[src/rtl/i2s_pkg.sv]
// Shared I2S frame geometry: 64 bclk slots per frame, left word captured in slots 1..32.
package i2s_pkg;

  localparam int SLOT_BITS       = 32;
  localparam int FRAME_SLOTS     = 64;
  localparam int LEFT_FIRST_SLOT = 1;
  localparam int LEFT_LAST_SLOT  = 32;

  typedef logic [5:0] slot_t;

  // Left bit j lands in slot j+1: the one-bclk I2S delay after the ws fall.
  function automatic logic is_left_capture(input slot_t s);
    return (s >= slot_t'(LEFT_FIRST_SLOT)) && (s <= slot_t'(LEFT_LAST_SLOT));
  endfunction

endpackage

[src/rtl/i2s_clkgen.sv]
// Bit-clock divider and 64-slot frame counter; rise_stb is combinational, one clk wide.
// No backpressure: the bus free-runs while en is high and parks at zero otherwise.
module i2s_clkgen
  import i2s_pkg::*;
#(
  parameter int HALF_DIV = 8
) (
  input  logic  clk,
  input  logic  reset,
  input  logic  en,
  output logic  bclk,
  output logic  ws,
  output logic  rise_stb,
  output slot_t slot
);

  localparam int            CW = $clog2(HALF_DIV);
  localparam logic [CW-1:0] TC = CW'(HALF_DIV - 1);

  logic [CW-1:0] div_cnt;
  logic          tc;
  logic          fall_stb;
  slot_t         slot_nx;

  assign tc       = reset && en && (div_cnt == TC);
  assign rise_stb = tc && !bclk;
  assign fall_stb = tc && bclk;
  assign slot_nx  = slot + 6'd1;

  always_ff @(posedge clk) begin
    if (!reset || !en) begin
      div_cnt <= '0;
      bclk    <= 1'b0;
      ws      <= 1'b0;
      slot    <= '0;
    end else begin
      if (tc) begin
        div_cnt <= '0;
        bclk    <= !bclk;
      end else begin
        div_cnt <= div_cnt + 1'b1;
      end
      // ws follows the slot number so it changes on the same bclk fall.
      if (fall_stb) begin
        slot <= slot_nx;
        ws   <= (slot_nx >= slot_t'(SLOT_BITS));
      end
    end
  end

endmodule

[src/rtl/i2s_left_rx.sv]
// I2S master receiver: left word sign-extended to 32 bits, pulsed one clk after the slot-32 rise.
// No backpressure: sample_valid is a single-cycle pulse and sample_out holds until the next one.
module i2s_left_rx
  import i2s_pkg::*;
#(
  parameter int HALF_DIV  = 8,
  parameter int DATA_BITS = 24
) (
  input  logic        clk,
  input  logic        reset,
  input  logic        en,
  input  logic        i2s_sd,
  output logic        i2s_bclk,
  output logic        i2s_ws,
  output logic [31:0] sample_out,
  output logic        sample_valid
);

  logic        rise_stb;
  slot_t       slot;
  logic        sd_q;
  logic [31:0] sh;
  logic [31:0] sh_nx;
  logic [31:0] word_ext;
  logic        capture;
  logic        last_stb;
  logic        unused_bits;

  i2s_clkgen #(
    .HALF_DIV (HALF_DIV)
  ) u_clkgen (
    .clk      (clk),
    .reset    (reset),
    .en       (en),
    .bclk     (i2s_bclk),
    .ws       (i2s_ws),
    .rise_stb (rise_stb),
    .slot     (slot)
  );

  assign capture  = rise_stb && is_left_capture(slot);
  assign last_stb = rise_stb && (slot == slot_t'(LEFT_LAST_SLOT));
  assign sh_nx    = {sh[30:0], sd_q};

  // The output is built from the post-shift value so the last bit is included.
  if (DATA_BITS == 32) begin : g_full
    assign word_ext = sh_nx;
  end else begin : g_ext
    assign word_ext = {{(32 - DATA_BITS){sh_nx[31]}}, sh_nx[31 -: DATA_BITS]};
  end

  assign unused_bits = ^{sh[31], sh_nx};

  always_ff @(posedge clk) begin
    if (!reset) begin
      sd_q         <= 1'b0;
      sh           <= '0;
      sample_out   <= '0;
      sample_valid <= 1'b0;
    end else if (!en) begin
      sd_q         <= i2s_sd;
      sh           <= '0;
      sample_valid <= 1'b0;
    end else begin
      sd_q         <= i2s_sd;
      sample_valid <= last_stb;
      if (capture) begin
        sh <= sh_nx;
      end
      if (last_stb) begin
        sample_out <= word_ext;
      end
    end
  end

endmodule

[config.mk]
export PLATFORM = sky130hd
export DESIGN_NAME = i2s_left_rx
export DESIGN_NICKNAME = d
export VERILOG_FILES = /design/src/rtl/i2s_pkg.sv /design/src/rtl/i2s_clkgen.sv /design/src/rtl/i2s_left_rx.sv
export SDC_FILE = /design/constraint.sdc
export NUM_CORES = 1
export LEC_CHECK = 0
export ABC_AREA = 1
export CAP_MARGIN = 0
export CORE_MARGIN = 2
export CORE_UTILIZATION = 50
export CTS_BUF_LIST = sky130_fd_sc_hd__clkbuf_4 sky130_fd_sc_hd__clkbuf_8
export CTS_CLUSTER_SIZE = 30
export DETAILED_ROUTE_END_ITERATION = 10
export PLACE_DENSITY = 0.71
export SYNTH_ARGS = -nofsm -noshare
export SYNTH_HDL_FRONTEND = slang
export SYNTH_SLANG_ARGS = --single-unit
[constraint.sdc]
create_clock -name clk -period 1.7 [get_ports clk]
set_input_delay 0.51 -clock clk [delete_from_list [all_inputs] [get_ports clk]]
set_output_delay 0.51 -clock clk [all_outputs]
set_load 0.02 [all_outputs]
# Word-level counts from Yosys, hierarchy flattened
# Cells that the tools add are included.
[totals] reg_bits=68 latchBits=0 ramBits=0 romBits=0 inputBits=4 out_inout_bits=35 wordCells=29 mem_count=0
[op_classes] n_addsub=2 n_mul=0 n_div=0 order_cmp=3 eq_ne=2 n_shift=0 mux=0 n_bitwise=0 n_reduce_logical=14
[ops] op="logical AND 1 bit" n=7
[ops] op="adder 6 x 1 -> 6 bit (second input constant)" n=1
[ops] op="equality test 6 bit (second input constant)" n=1
[ops] op="greater-or-equal comparator 6 x 1 -> 1 bit (second input constant)" n=1
[ops] op="greater-or-equal comparator 6 bit (second input constant)" n=1
[ops] op="<= comparator 6 bit (second input constant)" n=1
[ops] op="AND reduction 2 bit" n=2
[ops] op="adder 3 x 1 -> 3 bit (second input constant)" n=1
[ops] op="equality test 3 bit (second input constant)" n=1
[ops] op="zero test 1 bit" n=3
[ops] op="OR reduction 2 bit" n=1
[ops] op="logical OR 1 bit" n=1

# Logic depth before layout (Yosys ltp)
# Gate-level depths: netlist (run 1).
[logic_depth] ltp_word=5 ltp_mapped=10 mapped_depth_nobuf=10

# By module
# A second synthesis (run 1) with hierarchy kept.
[unflattened] hier_cells=394 area_unflattened_um2=2850.2
[modules_own_cells] mod="i2s_left_rx" n_inst=1 cells_each=332 area_each_um2=2379.8 seq_area_each_um2=1141.1
[modules_own_cells] mod="i2s_clkgen" n_inst=1 cells_each=62 area_each_um2=470.5 seq_area_each_um2=200.2

# Worst setup path after synthesis (run 1)
# OpenSTA, ideal clock, no wires.
[synth_timing] path_kind="flip-flop to flip-flop" start="register u_clkgen.div_cnt[0]" end="register sh[15]" setup_ps=115 arrival_ps=1370 required_time_ps=1585 setup_slack_ps=215 stages_incl_launch_ff=11 path_buffers=1 period_less_slack_ps=1485 cell_sequence="dfxtp_1 ha_1 ha_1 inv_1 nor2_4 nand2_4 nor2_8 buf_6 nand3_1 nand2_1 nor2_1"
[synth_via] elab_chain_cells=4
[synth_rtl] item="from (decl)" line_no="i2s_clkgen.sv:20" text="logic [CW-1:0] div_cnt;"
[synth_rtl] item="from (signal assigned)" line_no="i2s_clkgen.sv:41" text="div_cnt <= div_cnt + 1'b1;"
[synth_rtl] item="equality test 3 bit" line_no="i2s_clkgen.sv:25" text="assign tc = reset && en && (div_cnt == TC);"
[synth_rtl] item="logical AND 1 bit" line_no="i2s_clkgen.sv:25"
[synth_rtl] item="logical AND 1 bit" line_no="i2s_clkgen.sv:26" text="assign rise_stb = tc && !bclk;"
[synth_rtl] item="logical AND 1 bit" line_no="i2s_left_rx.sv:41" text="assign capture = rise_stb && is_left_capture(slot);"
[synth_rtl] item="to (signal assigned)" line_no="i2s_left_rx.sv:68" text="sh <= sh_nx;"
[synth_rtl] item="to (decl)" line_no="i2s_left_rx.sv:22" text="logic [31:0] sh;"
# No other way between the ends.
# A chain may end at the register's enable or synchronous reset.

# Final worst setup path (run 1)
[layout_timing] start="register u_clkgen.div_cnt[0]" end="register sh[18]"
# The elaborated chain is that of the path after synthesis.

==> results of run 1 <==
-- registers in the layout (all words and copies together), names as in the netlist --
name	flops
u_clkgen.bclk	1
sample_out	24
u_clkgen.div_cnt	3
sd_q	1
sh	31
sample_valid	1
u_clkgen.slot	6
-- cell usage after synthesis --
cell type  number
a21oi_1        36
a41o_1          1
buf_1           1
buf_2           6
buf_4          10
buf_6           6
clkbuf_1        8
clkinv_1        1
dfxtp_1        67
ha_1            6
inv_1          43
inv_2           1
nand2_1        42
nand2_2         1
nand2_4         1
nand3_1        34
nand4_2         1
nor2_1         63
nor2_2          1
nor2_4          2
nor2_8          1
nor3_1         24
o21ai_0         9
o21ai_1        19
xor2_1          1
-- layer usage --
layer  vias to the layer above  part of all wire  track usage
met4                         0             0.015        0.107
li1                       1313                 -            -
met3                         9             0.035       0.0371
met2                        51              0.47        0.311
met1                      1173              0.48        0.258
met5                         -                 0            0
-- worst min-delay path by stage --
| stage | slack, ns | endpoint | depth (start not counted) |
|---|---|---|---|
| 5_1_grt | 0.45 | u_clkgen.div_cnt[0] | 1 |
| 3_5_place_dp | 0.42 | u_clkgen.div_cnt[0] | 1 |
| 4_1_cts | 0.43 | u_clkgen.div_cnt[0] | 1 |
| 2_1_floorplan | 0.40 | u_clkgen.div_cnt[0] | 1 |
| 3_3_place_gp | 0.41 | u_clkgen.div_cnt[0] | 1 |
| 6_report | 0.44 | u_clkgen.div_cnt[0] | 1 |
-- report_power, final --
part	switching (W)	total, W	internal, W
logic	0.0000413	0.0000698	0.0000285
registers	0.00000246	0.00157	0.00157
clock network	0.000601	0.00150	0.000900
-- cell type report --
cell class	instances	area [µm²]
inverters	45	169
clock buffers	12	153
multi-input cells	242	1210
fillers	501	1820
flip-flops and latches	67	1350
repair buffers	64	677
clock inverters	4	73.8
well taps	72	90.1
-- critical path, cell delays in order (launching register included) --
cell and delay, ns:
dfxtp_2 0.35, ha_4 0.14, ha_4 0.13, inv_2 0.05, nor2_4 0.10, nand2_4 0.10
nor2_8 0.26, clkbuf_16 0.21, nand3_1 0.06, nand2_1 0.07, nor2_1 0.04
-- cells in the final DEF (no fill, tap or decap), types with 2 or more instances in the layout --
cell type,count
nor2_1,63
dfxtp_1,63
inv_1,41
nand2_1,41
a21oi_1,36
dlygate4sd2_1,35
nand3_1,34
nor3_1,24
o21ai_1,19
buf_4,15
clkbuf_8,10
o21ai_0,9
buf_12,5
clkbuf_16,4
inv_2,3
ha_1,3
dfxtp_2,3
nand2_2,2
nor2_4,2
ha_4,2
bufinv_16,2
clkbuf_4,2
buf_6,2
dlymetal6s2s_1,2
-- repair_timing --
action	CTS	global route
pin swaps	0	5
hold buffers	0	0
cloned	0	5
resized for setup	36	14
buffers inserted	0	2
endpoints found under the setup margin	35	17
-- metrics by stage --
stage	cells	utilization	setup TNS (ns)	total power (W)	worst slack, ns
floorplan	385	-	0	0.00165	0.215
global placement	483	0.607	-10.04	0.00168	-0.216
detailed placement	483	0.607	-11.92	0.00168	-0.251
CTS	499	0.641	0	0.00317	0.0706
global route	506	0.671	-0.0342	0.00324	-0.00818
finish	506	0.671	0	0.00314	0.0918
-- cell families after synthesis --
group                      after synthesis  synth area share
AOI/OAI and AO/OA                       65             0.114
xor gates and xnor gates                 1           0.00303
adders and majority gates                6            0.0259
DFF                                     67             0.463
buffers and inverters                   76             0.130
and+or+nand+nor                        170             0.264
==> results.md, run 1 <==
* Clock transition at the register clock pins on the worst setup and hold paths after CTS at 0.07 ns
* Post-detailed-placement half-perimeter wirelength at 3670 µm
* Count of buffers from port buffering at 38
* Terminus of the critical flop-to-flop path: sh[18]
* Post-detailed-route count of antenna-violating nets at 0
* Critical path launch point: u_clkgen.div_cnt[0]
* Hold wc startpoint: u_clkgen.div_cnt[0]
* Post-synthesis sequential element count at 67
* Min Clock Period, post-route at 1.61 ns
* Vias in the first global route at 2160
* Data required time of the critical path at 1.93 ns
* Netlist area before placement at 2890 µm²
* Seq/Total Area, Yosys at 0.463
* Clock Latency Late Sink at 0.34 ns
* Achievable frequency at 622 MHz
* Cells on worst reg2reg path at 10
* Classification of the worst-slack hold path: reg2reg
* Max-slew violations at 0
* Sink count of the clock tree at 67
* Syn avg cell area at 7.52 µm²
* Slew at the pin with the worst max-slew slack at 0.284 ns
* Global-route wire length before repair at 9880 µm
* Overflow after GRT at 0
* Area Overhead vs Synth at 28.5%
* Number of H-tree levels at 3
* Synthesized instance count at 385
* Relative slew slack at 0.811
* Synth top area share at 0.463
* CTS Buffer Depth at 2
* N_diodes at 0
* Routability congestion estimate from global placement at 0.789
* CP endpoint: sh[18]
* Type of destination of the critical path: flop
* Reg2reg setup slack at 0.09 ns
* Top area cells in the synthesized netlist: dfxtp_1 46%, nor2_1 8.2%, a21oi_1 6.2%
* Count of max-cap constraint violations at 0
* Effective utilization at floorplan at 0.522
* Max rail drop VDD at 588 µV
* Fraction of the cycle the final worst path needs at 0.946
* TritonCTS clock tree: yes
* Number of DRC markers in iteration 0 at 177
* DIE AREA at 6410 µm²
* Cell type with the highest aggregate area in the netlist: dfxtp_1
* Core Box Area at 5540 µm²
* Top Ports at 39
* Detailed-route vias per instance at 5.03
* Vert. Die Dim at 80.1 µm
* R2r startpoint: u_clkgen.div_cnt[0]
* Outcome: completed
* Worst EP arrival at 1.84 ns
* Kind of launch point of the worst setup path: flop
* CP Class: reg2reg
* # rows at 27
* Post-synthesis cell type count at 25
* Net count reported at finish at 439
* TritonCTS Buffers at 9
* Pwr/cell area at 846 nW/µm²
* CTS root buf: clkbuf_8
* Hold WS at 0.436 ns
* Largest net degree at the start of global routing at 63
* All-Layer GR Usage at 0.198
* Final setup vio count at 0
* Fraction of final layout cells sized beyond drive strength 1 at 0.138
* Number of nets in the synthesized netlist at 395
* Pre-Repair DR Iteration Count at 4
* DRC viols at 0
* Leakage power total at 1.58 nW
* Worst-case clock skew at 0.00654 ns
* Total vias in the final route at 2546
* Design Area, Final at 3720 µm²
* Routed length per instance at 12.5 µm
* Number of hold violations in the final report at 0
* Total of warnings raised by yosys at 0
* Die width at 80.1 µm
* Post-detailed-routing wire length at 6300 µm
* Placed Area at 3370 µm²
* Number of antenna violations at the first check in global routing at 0
* Maximum fanout count along the critical path at 8
No activity file was read; power rests on OpenSTA's default activity.
==> run 2: changes to the inputs <==
PLACE_DENSITY = 0.86   (was 0.71)
SYNTH_HIERARCHICAL = 1   (was default)
==> run 2 against run 1 <==
Non-clock buffer count down 11. Fmax down 1.5%. Sequential cell count unchanged. Critical endpoint is now i2s_bclk.
==> results.md, run 2 <==
* Outcome: completed
* Post-detailed-placement half-perimeter wirelength at 3570 µm
* PnR worst setup slack at 0.0666 ns
* Net count reported at finish at 435
* Synth top area share at 0.471
* Synth top cells by count: 92 x nor2_1, 67 x dfxtp_1, 47 x nand2_1, 43 x inv_1, 36 x nand3_1
* Most common cell in the synthesized netlist: nor2_1
* Highest-delay cell along the critical path: dfxtp_1
* R2r startpoint: u_clkgen/div_cnt[0]
* Classification of the worst-slack hold path: reg2reg
* Global-route wire length before repair at 9800 µm
* Core Box Area at 5510 µm²
* Largest net degree at the start of global routing at 63
* Most flops, register: sh
* Final-layout fill cell count at 468
* Number of enable-type register cells in the synthesized netlist at 0
* N_diodes at 0
* Max rail drop VDD at 540 µV
* Design Area, Final at 3450 µm²
* All-Layer GR Usage at 0.200
* Clock share of power at 0.423
* Switching power as a share of total power at 0.221
* Overflow after GRT at 0
* Top area cells in the synthesized netlist: dfxtp_1 47%, nor2_1 12%, nand3_1 6.3%
* Post-detailed-route count of antenna-violating nets at 0
* Pre-Repair DR Iteration Count at 5
* DRC viols at 0
* Relative slew slack at 0.833
* Hold WS at 0.409 ns
* Effective utilization at floorplan at 0.518
* Netlist area before placement at 2850 µm²
* # rows at 27
* Seq/Total Area, Yosys at 0.471
* Die width at 79.5 µm
* Clock Latency Late Sink at 0.35 ns
* Worst-case clock skew at 0.00952 ns
* Top library cells by usage in the layout, fill and taps aside: 91 x nor2_1, 65 x dfxtp_1, 47 x nand2_1
* Power share of the combinational group at 0.026
* Placed Area at 3270 µm²
* Vias in the first global route at 2269
* Syn avg cell area at 7.23 µm²
* Part of the power in registers at 0.552
* Max FFs per register at 31
* Min Clock Period, post-route at 1.63 ns
* Number of nets in the synthesized netlist at 401
* Routed length per instance at 11.3 µm
* Cell family with most CP delay: flip-flops
* Hold wc startpoint: u_clkgen/div_cnt[0]
* Achievable frequency at 612 MHz
* Net switching power at 0.000631 W
* Synthesized instance count at 394
* Total of warnings raised by yosys at 6
* CTS Hold Buffers Added at 0
* Clock transition at the register clock pins on the worst setup and hold paths after CTS at 0.07 ns
* DIE AREA at 6320 µm²
* Critical path launch point: u_clkgen/bclk
* Registers with the most flip-flops: sh: 31 flops, sample_out: 24 flops, u_clkgen/slot: 5 flops
* Worst EP arrival at 1.12 ns
* TritonCTS Buffers at 9
* CP Class: reg2out
* Maximum fanout count along the critical path at 4
* Type of destination of the critical path: output pin
* Critical path buffer and inverter count at 1
* Post-synthesis sequential element count at 67
* Final setup vio count at 0
* CTS root buf: clkbuf_8
* Slew at the pin with the worst max-slew slack at 0.251 ns
* Number of hold violations in the final report at 0
* Number of DRC markers in iteration 0 at 123
* Kind of launch point of the worst setup path: flop
* CTS Buffer Depth at 2
* Ordered list of cells on the worst path: dlygate4sd2_1
* CP max stage delay at 0.42 ns
* Pwr/cell area at 826 nW/µm²
* Worst setup timing slack at the placement stage at -0.348 ns
* Fraction of final layout cells sized beyond drive strength 1 at 0.113
* Number of H-tree levels at 3
* Count of max-cap constraint violations at 0
* Detailed-route vias per instance at 4.83
* Async SR Flop Fraction at 0
* Total vias in the final route at 2438
* Cell type with the highest aggregate area in the netlist: dfxtp_1
* Routability congestion estimate from global placement at 0.805
* Unrepaired setup endpoints after global routing: yes
* Vert. Die Dim at 79.5 µm
* Fraction of the cycle the final worst path needs at 0.961
* Count of buffers from port buffering at 38
* Number of antenna violations at the first check in global routing at 0
* Max-slew violations at 0
* Most used flip-flop cell after synthesis: dfxtp_1
* Leakage power total at 1.53 nW
* Area Overhead vs Synth at 21.2%
* Top Ports at 39
* Data required time of the critical path at 1.19 ns
* Sink count of the clock tree at 67
* Internal power component at 0.00222 W
* Post-detailed-routing wire length at 5730 µm
* Most common library cell in the layout ignoring fill and taps: nor2_1
* Post-synthesis cell type count at 23
* TritonCTS clock tree: yes
## run 2: cell types whose count changed in the layout (fill, tap and decap cells not counted), sizes merged, moves of 3 or more
cell / delta
nor3: -24
nor2: +28
nand3: +5
clkbuf: -4
ha: -3
buf: -7
inv: +3
nand2: +5
## run 2: metal layers
| layer | up-vias | routed length (µm) | track usage |
|---|---|---|---|
| met1 | 1062 | 2570 | 0.234 |
| met4 | 0 | 169 | 0.112 |
| met3 | 15 | 311 | 0.0554 |
| li1 | 1297 | - | - |
| met5 | - | 0 | 0 |
| met2 | 64 | 2670 | 0.328 |
## run 2: power groups by stage
stage / clock network [W] / registers (W) / logic (W)
after floorplan: 0 / 0.00161 / 0.0000429
after global placement: 0 / 0.00161 / 0.0000700
after detailed placement: 0 / 0.00161 / 0.0000712
after CTS: 0.00123 / 0.00157 / 0.0000728
after global routing: 0.00130 / 0.00157 / 0.0000851
final: 0.00121 / 0.00157 / 0.0000739
## run 2: worst reg2reg max path, cell delays in order, from the launching register on
cell	delay [ns]
dfxtp_2	0.33
ha_2	0.18
ha_4	0.14
nand3_2	0.09
nor2_4	0.10
nand2_1	0.09
nor2_4	0.19
inv_6	0.13
nor2_1	0.15
nor2_1	0.06
## run 2: path summary, 6_finish.rpt
| check | slack, ns | endpoint | depth (start not counted) |
|---|---|---|---|
| setup / recovery | 0.07 | i2s_bclk | 1 |
| hold / removal | 0.41 | u_clkgen/div_cnt[0] | 1 |
| setup reg to reg | 0.12 | sample_out[8] | 9 |
| hold reg to reg | 0.41 | u_clkgen/div_cnt[0] | 1 |
## run 2: what timing repair did
action | 4_1_cts | 5_1_grt
pin swaps | 0 | 2
gates cloned | 0 | 1
buffers inserted | 0 | 0
endpoints found under the setup margin | 43 | 65
gates resized for setup | 36 | 12
## run 2: cell type report
| class | instances | area (µm²) | area share |
|---|---|---|---|
| clock buffers | 12 | 159 | 0.0460 |
| clock inverters | 4 | 25.0 | 0.00725 |
| inverters | 47 | 181 | 0.0525 |
| multi-input cells | 250 | 1160 | 0.336 |
| flip-flops and latches | 67 | 1340 | 0.389 |
| well taps | 72 | 90.1 | 0.0261 |
| repair buffers | 53 | 494 | 0.143 |
## run 2: per-stage QoR
step,setup TNS [ns],total power (W),std cells,utilization
final,0,0.00285,505,0.627
after global routing,-0.329,0.00296,505,0.627
after CTS,-0.00308,0.00288,504,0.619
after detailed placement,-16.54,0.00168,488,0.594
after global placement,-15.02,0.00168,488,0.594
after floorplan,0,0.00165,394,-
## run 2: kinds of logic (layout without fill, tap and decap cells)
logic type,after synthesis,after routing,share of synthesized area
AND/OR/NAND/NOR,186,186,0.278
flip-flops,67,67,0.471
adder cells (fa/ha/maj),3,3,0.0132
buffers and inverters,77,116,0.130
AO/OA/AOI/OAI,61,61,0.108
